--- src/rtl/fetch_sequencer_pkg.sv ---
// rtl/fetch_sequencer_pkg.sv - shared states, opcode classes and instruction field layout
package fetch_sequencer_pkg;

  typedef enum logic [2:0] {
    S_FETCH,
    S_DECODE,
    S_EXEC,
    S_WB,
    S_HALT
  } state_t;

  localparam logic [5:0] OP_ADD       = 6'd0;
  localparam logic [5:0] OP_FIRST_CMP = 6'd8;
  localparam logic [5:0] OP_LAST_CMP  = 6'd13;
  localparam logic [5:0] OP_FIRST_NOP = 6'd16;
  localparam logic [5:0] OP_LAST_NOP  = 6'd62;
  localparam logic [5:0] OP_HALT      = 6'd63;

  localparam int OPC_MSB = 31;
  localparam int OPC_LSB = 26;
  localparam int RD_MSB  = 25;
  localparam int RD_LSB  = 22;
  localparam int RS_MSB  = 21;
  localparam int RS_LSB  = 18;
  localparam int HL_BIT  = 17;
  localparam int VAL_MSB = 15;
  localparam int VAL_LSB = 0;

  // Opcodes 0..7 share the ADD group's upper bits, so one compare selects them.
  function automatic logic is_wb_class(input logic [5:0] op);
    return op[5:3] == OP_ADD[5:3];
  endfunction

  function automatic logic is_flag_class(input logic [5:0] op);
    return (op >= OP_FIRST_CMP) && (op <= OP_LAST_CMP);
  endfunction

  function automatic logic is_nop_class(input logic [5:0] op);
    return (op >= OP_FIRST_NOP) && (op <= OP_LAST_NOP);
  endfunction

endpackage

--- src/rtl/fetch_sequencer_instr_decode.sv ---
// rtl/fetch_sequencer_instr_decode.sv - combinational split of an instruction word into fields and classes
module instr_decode
  import fetch_sequencer_pkg::*;
(
  input  logic [31:0] word,
  output logic [5:0]  opcode,
  output logic [3:0]  rd,
  output logic [3:0]  rs,
  output logic        hl,
  output logic [15:0] imm,
  output logic        wb_class,
  output logic        flag_class,
  output logic        nop_class
);

  logic unused_rsvd;

  assign opcode     = word[OPC_MSB:OPC_LSB];
  assign rd         = word[RD_MSB:RD_LSB];
  assign rs         = word[RS_MSB:RS_LSB];
  assign hl         = word[HL_BIT];
  assign imm        = word[VAL_MSB:VAL_LSB];
  assign unused_rsvd = word[16];

  assign wb_class   = is_wb_class(opcode);
  assign flag_class = is_flag_class(opcode);
  assign nop_class  = is_nop_class(opcode);

endmodule

--- src/rtl/fetch_sequencer.sv ---
// rtl/fetch_sequencer.sv - four-phase fetch/decode/execute/write-back sequencer with halt
module fetch_sequencer
  import fetch_sequencer_pkg::*;
#(
  parameter logic [31:0] RESET_PC = 32'h0000_0000,
  parameter logic [5:0]  HALT_OP  = OP_HALT
) (
  input  logic        clk,
  input  logic        rst,
  output logic        mem_req,
  output logic [31:0] mem_addr,
  input  logic        mem_ack,
  input  logic [31:0] mem_rdata,
  output logic [5:0]  instr,
  output logic [3:0]  rd_sel,
  output logic [3:0]  rs_sel,
  output logic        highlow,
  output logic [15:0] value,
  output logic        alu_en,
  output logic        wb_en,
  input  logic        addrch,
  input  logic [31:0] naddr,
  input  logic        f3,
  output logic        flag,
  output logic [31:0] pc,
  output logic        halted
);

  state_t      state;
  logic [31:0] ir;
  logic        br_taken;
  logic [31:0] br_target;
  logic        f3_q;
  logic        wb_class;
  logic        flag_class;
  logic        nop_class;

  instr_decode u_decode (
    .word       (ir),
    .opcode     (instr),
    .rd         (rd_sel),
    .rs         (rs_sel),
    .hl         (highlow),
    .imm        (value),
    .wb_class   (wb_class),
    .flag_class (flag_class),
    .nop_class  (nop_class)
  );

  assign mem_addr = pc;

  always_ff @(posedge clk) begin
    if (rst) begin
      state     <= S_FETCH;
      pc        <= RESET_PC;
      flag      <= 1'b0;
      ir        <= 32'd0;
      mem_req   <= 1'b0;
      alu_en    <= 1'b0;
      wb_en     <= 1'b0;
      halted    <= 1'b0;
      br_taken  <= 1'b0;
      br_target <= 32'd0;
      f3_q      <= 1'b0;
    end else begin
      alu_en <= 1'b0;
      wb_en  <= 1'b0;
      case (state)
        // An ack only counts once the request is visibly high, so a stale ack
        // in the first cycle out of reset is dropped.
        S_FETCH: begin
          if (mem_req && mem_ack) begin
            ir      <= mem_rdata;
            mem_req <= 1'b0;
            state   <= S_DECODE;
          end else begin
            mem_req <= 1'b1;
          end
        end
        S_DECODE: begin
          if (instr == HALT_OP) begin
            halted <= 1'b1;
            state  <= S_HALT;
          end else begin
            alu_en <= 1'b1;
            state  <= S_EXEC;
          end
        end
        S_EXEC: begin
          br_taken  <= addrch;
          br_target <= naddr;
          f3_q      <= f3;
          wb_en     <= wb_class;
          state     <= S_WB;
        end
        S_WB: begin
          if (br_taken && !nop_class) begin
            pc <= br_target;
          end else begin
            pc <= pc + 32'd1;
          end
          if (flag_class) begin
            flag <= f3_q;
          end
          mem_req <= 1'b1;
          state   <= S_FETCH;
        end
        S_HALT: begin
          mem_req <= 1'b0;
          state   <= S_HALT;
        end
        default: begin
          mem_req <= 1'b0;
          state   <= S_FETCH;
        end
      endcase
    end
  end

endmodule

--- config.mk ---
export PLATFORM = sky130hd
export DESIGN_NAME = fetch_sequencer
export DESIGN_NICKNAME = d
export VERILOG_FILES = /design/src/rtl/fetch_sequencer_pkg.sv /design/src/rtl/fetch_sequencer_instr_decode.sv /design/src/rtl/fetch_sequencer.sv
export SDC_FILE = /design/constraint.sdc
export NUM_CORES = 1
export LEC_CHECK = 0
export ABC_CLOCK_PERIOD_IN_PS = 2100
export BUFFER_PORTS_ARGS = -buffer_cell sky130_fd_sc_hd__buf_2
export CAP_MARGIN = 30
export CORE_UTILIZATION = 40
export DETAILED_ROUTE_END_ITERATION = 6
export PLACE_DENSITY = 0.77
export SETUP_SLACK_MARGIN = 0.05
export SLEW_MARGIN = 20
export SYNTH_ARGS = -nofsm -noshare
export SYNTH_HDL_FRONTEND = slang
export SYNTH_SLANG_ARGS = --single-unit
--- constraint.sdc ---
create_clock -name clk -period 2.1 [get_ports clk]
set_input_delay 0.42 -clock clk [delete_from_list [all_inputs] [get_ports clk]]
set_output_delay 0.42 -clock clk [all_outputs]
set_load 0.005 [all_outputs]
Word level (Yosys, flattened, before mapping) --
Cells that the tools add are included.
Word-level totals: register bits 106, word-level logic and storage cells 44
Cells by class: add/sub/neg operators 1, magnitude comparators 4, equality and inequality tests 6, multiplexer cells 7, bitwise operators 2, reductions and logical operators 13
Operators with widths (count):
- $add A32 B1 Y32 const B | 1
- $mux W32 | 1
- $pmux W3 S4 | 1
- $eq A3 B2 Y1 const B | 2
- $eq A6 B6 Y1 const B | 1
- $ge A6 B4 Y1 const B | 1
- $ge A6 B5 Y1 const B | 1
- $le A6 B4 Y1 const B | 1
- $le A6 B6 Y1 const B | 1
- $logic_not A3 Y1 | 2
- $mux W3 | 2
- $reduce_and A2 Y1 | 3
- $reduce_or A2 Y1 | 3
- $logic_and A1 B1 Y1 | 4
- $eq A3 B1 Y1 const B | 1
- $eq A3 B3 Y1 const B | 1
- $pmux W1 S3 | 1
- $mux W1 | 2
- $ne A2 B2 Y1 const B | 1
- $not A1 Y1 | 2
- $logic_not A1 Y1 | 1

Longest topological paths before layout --
word-level depth 5, mapped depth 8, mapped depth without buffers 6

Modules after synthesis --
A second synthesis with hierarchy kept.
Second synthesis, totals: cells, all modules 671, area, all modules 5108.6 um2
Modules (own cells, without submodules):
- fetch_sequencer | times used 1, cells each 634, area an instance 4842.1 um2
- instr_decode | times used 1, cells each 37, area an instance 266.5 um2

Worst setup path after synthesis --
No wires, ideal clock.
kind flip-flop to flip-flop, from reg pc[0] (netlist: mem_addr[0]), to reg pc[18] (netlist: mem_addr[18]), setup time 0.114 ns, arrival 1.826 ns, data required time 1.986 ns, setup slack 0.159 ns, cell stages (with the launch flop) 7, period minus slack after synthesis 1.941 ns, path through dfxtp_1 ha_1 nand3_1 nor3_2 nand4_1 mux2i_1 a2111oi_0
Between the ends: word-level cells in the longest chain between the ends 2
Ends and longest elaborated chain:
- start: declaration | line fetch_sequencer.sv:25 | output logic [31:0] pc,
- start signal: assignment | line fetch_sequencer.sv:98 | pc <= br_target;
- start signal: assignment | line fetch_sequencer.sv:100 | pc <= pc + 32'd1;
- $add A32 B1 Y32 | line fetch_sequencer.sv:100
- $mux W32 | line fetch_sequencer.sv:97 | if (br_taken && !nop_class) begin
Every way passes these cells. A chain may end at the register's enable or synchronous reset.

Final worst setup path --
from reg pc[11] (netlist: mem_addr[11]), to reg pc[22] (netlist: mem_addr[22])
Same word-level chain as after synthesis.

==> flow_summary.toml <==
[run_status]
status = "complete, no violations"

[routing]
drt_iter0_drc = 293
wl_per_cell_um = 14.3
drc = 0
vias = 4808
totalWireLength_um = 13100
via_per_inst = 5.23
ant_nets = 0
first_pass_iters = 4

[clocking]
cts.sinks = 105
cts_buffer_depth = 2
htree_levels = 3
cts_tree = "yes"
worst_skew_pair.late_latency_ns = 0.36
cts_buffers = 9
path_clk_slew_ns = 0.07
ctsRootBufferMaster = "clkbuf_16"
cts_hold_buf = 0

[grt]
gr-total-overflow = 0
first_global_vias = 4529
grt_max_degree = 43
grt_usage_pct = 21.3
antenna_found_initial = 0
grt_pass1_wl_um = 21600

[synth]
synthDistinctLibCells = 56
ys_warn_count = 0
syn_nets = 702
postSynthAreaPerCell_sq_um = 7.75
syn_inst = 632
synth_seq_area_share_pct = 42.9
synth_area_sq_mm = 0.00490
ys_ff_latch = 105

[floorplan]
row_count = 40
io_pins = 169
start_util_pct = 41.0
die_x_um = 113
dieArea_sq_mm = 0.0127
die_h_um = 113
core_area_sq_mm = 0.0120

[worst_hold_path]
min_path_type = "primary input to flop"

[timing]
setup_tns_ns = 0
period_minus_slack_ns = 1.89
fmax_mhz = 528
fin_skew_ns = 0.00579
slew_viol_final = 0
rsz0062_at_grt = "yes"
hold_viol_final = 0
maxSlewHeadroom_pct = 52.9
worstMarginPinSlew_ns = 0.706
finalCritPeriodShare_pct = 90.1
setup_violations = 0

[cells_and_area]
design_area_sq_mm = 0.00614
fillCellCount = 1169
layout.cells.non_filler = 919
syn2layout_area_growth_pct = 25.2
final_nets = 837
drive_gt1_share_pct = 31.5
fin_util_pct = 51.3
antenna_cells = 0

[pwr]
internal_power_mw = 3.20
pwr-share-seq_pct = 49.9
p_switching_mw = 1.10
power_switching_share_pct = 25.5
max-vdd-ir-drop_mv = 0.511
p_comb_share_pct = 10.6
leakagePower_nw = 2.60
power.density_mw_per_mm2 = 700
pwr-share-clk_pct = 39.4

[placement]
place_congestion = 0.809
portBuffers = 167
dp.cells = 903
place_area_sq_mm = 0.00581
dpl.hpwl_um = 9050

[critical_path]
crit_fanout = 8
cp_data_required_time_ns = 2.39
worstPathArrival_ns = 2.18
crit_path_end_kind = "flop"
worstSetupPathType = "flop to flop"
start_kind = "flop"

[run]
maxCapViolations = 0
[Yosys cell counts, drive strengths merged]
master     n  area (sq um)
and4b      1          10.0
or3        4          26.3
o21a       2          15.0
clkbuf    36           135
a311oi     2          17.5
nand2b     5          38.8
o31a       3          26.3
o31ai      1          7.51
o22ai      4          25.0
mux2i      5          50.1
o211ai     4          30.0
a2111oi    3          26.3
nand2    159           597
and4       5          45.0
o21ai     17          85.1
nor4       9          77.6
a41o       3          30.0
and2b      1          7.51
a22oi      2          15.0
nand3     19           105
buf       41           284
nand4     12          90.1
a21o       3          23.8
or2        2          12.5
inv        6          22.5
a2bb2oi    3          26.3
and2       3          18.8
or4        2          15.0
nor3b      1          7.51
a21oi     93           469
a31oi      7          43.8
a31o       2          17.5
nor2      21          78.8
mux2       3          33.8
nor4b      1          8.76
nand4b     1          8.76
and3      13          82.6
dfxtp    105          2100
a211oi     7          52.6
o32ai      4          35.0
nor3      16          85.1
ha         1          12.5
[stage by stage]
step | total power [mW] | worst slack, ns | hold slack [ns]
after floorplan | 2.45 | 0.159 | 0.432
after global placement | 2.65 | 0.148 | 0.438
after detailed placement | 2.66 | 0.117 | 0.443
after CTS | 4.36 | 0.0500 | 0.281
after global routing | 4.50 | 0.0249 | 0.290
final | 4.30 | 0.207 | 0.294
[metal layers]
layer / part of all wire (%) / track usage (%) / up-vias
met4: 0.72 / 6.13 / 0
met3: 8.2 / 7.28 / 12
met1: 45 / 25.7 / 2177
met2: 46 / 35.9 / 176
li1: - / - / 2443
met5: 0 / 0 / -
[placed cells by master, fill, tap and decap left out, types with 4 or more instances in the layout]
| master | n |
|---|---|
| clkinvlp_4 | 4 |
| nor4_1 | 5 |
| a211oi_1 | 7 |
| inv_1 | 6 |
| o21ai_0 | 17 |
| nor2_1 | 19 |
| clkbuf_16 | 9 |
| nand3_1 | 16 |
| nand2b_1 | 4 |
| a21oi_1 | 92 |
| and4_1 | 4 |
| dfxtp_1 | 103 |
| nor3_1 | 14 |
| o32ai_1 | 4 |
| nand2_1 | 159 |
| o22ai_1 | 4 |
| a31oi_1 | 7 |
| nand4_1 | 11 |
| o211ai_1 | 4 |
| mux2i_1 | 5 |
| buf_4 | 31 |
| buf_2 | 167 |
| and3_1 | 12 |
[repair_timing]
item	CTS	global route
cloned	0	0
resized for setup	2	6
buffers inserted	0	0
endpoints found under the setup margin	1	6
[worst paths after layout]
| kind | from | to | slack [ns] | cells after the start |
|---|---|---|---|---|
| worst min-delay path | mem_rdata[6] | ir[6] | 0.29 | 3 |
| worst min register to register | ir[18] | ir[18] | 0.45 | 2 |
| worst max register to register | mem_addr[11] | mem_addr[22] | 0.21 | 6 |
| worst max-delay path | mem_addr[11] | mem_addr[22] | 0.21 | 6 |
[kinds of logic (layout without fill, tap and decap cells)]
| logic type | Yosys count | in the layout | share of synthesized area, % |
|---|---|---|---|
| buffers and inverters | 83 | 223 | 9.01 |
| adder cells (fa/ha/maj) | 1 | 1 | 0.255 |
| multiplexers | 8 | 8 | 1.71 |
| flip-flops | 105 | 105 | 42.9 |
| AO/OA/AOI/OAI | 160 | 160 | 19.3 |
| AND/OR/NAND/NOR | 275 | 275 | 26.8 |
[critical path, stage by stage (launching register included)]
cell,delay (ns)
dfxtp_1,0.45
nand4_1,0.23
nor4_2,0.27
buf_4,0.19
nand4_1,0.12
or4_1,0.41
a31oi_1,0.16
[flip-flops by register name (all words and copies together) (netlist names)]
| register | flops |
|---|---|
| br_target | 32 |
| mem_addr | 32 |
| ir | 31 |
| state | 3 |
| alu_en | 1 |
| br_taken | 1 |
| f3_q | 1 |
| flag | 1 |
| halted | 1 |
| mem_req | 1 |
| wb_en | 1 |
[power by group through the flow]
stage | Clock [mW] | Sequential [mW] | Combinational (mW)
final | 1.69 | 2.15 | 0.458
after global routing | 1.82 | 2.16 | 0.518
after CTS | 1.74 | 2.15 | 0.466
after detailed placement | 0 | 2.19 | 0.464
after global placement | 0 | 2.19 | 0.457
after floorplan | 0 | 2.18 | 0.267
[cell type report]
cell class	count	area, sq um	share of cell area, %
inverters	6	22.5	0.367
flip-flops and latches	105	2100	34.3
multi-input cells	444	2400	39.1
clock inverters	6	68.8	1.12
repair buffers	201	1130	18.4
clock buffers	10	229	3.73
well taps	147	184	3.00
(Power assumes the default switching activity.)
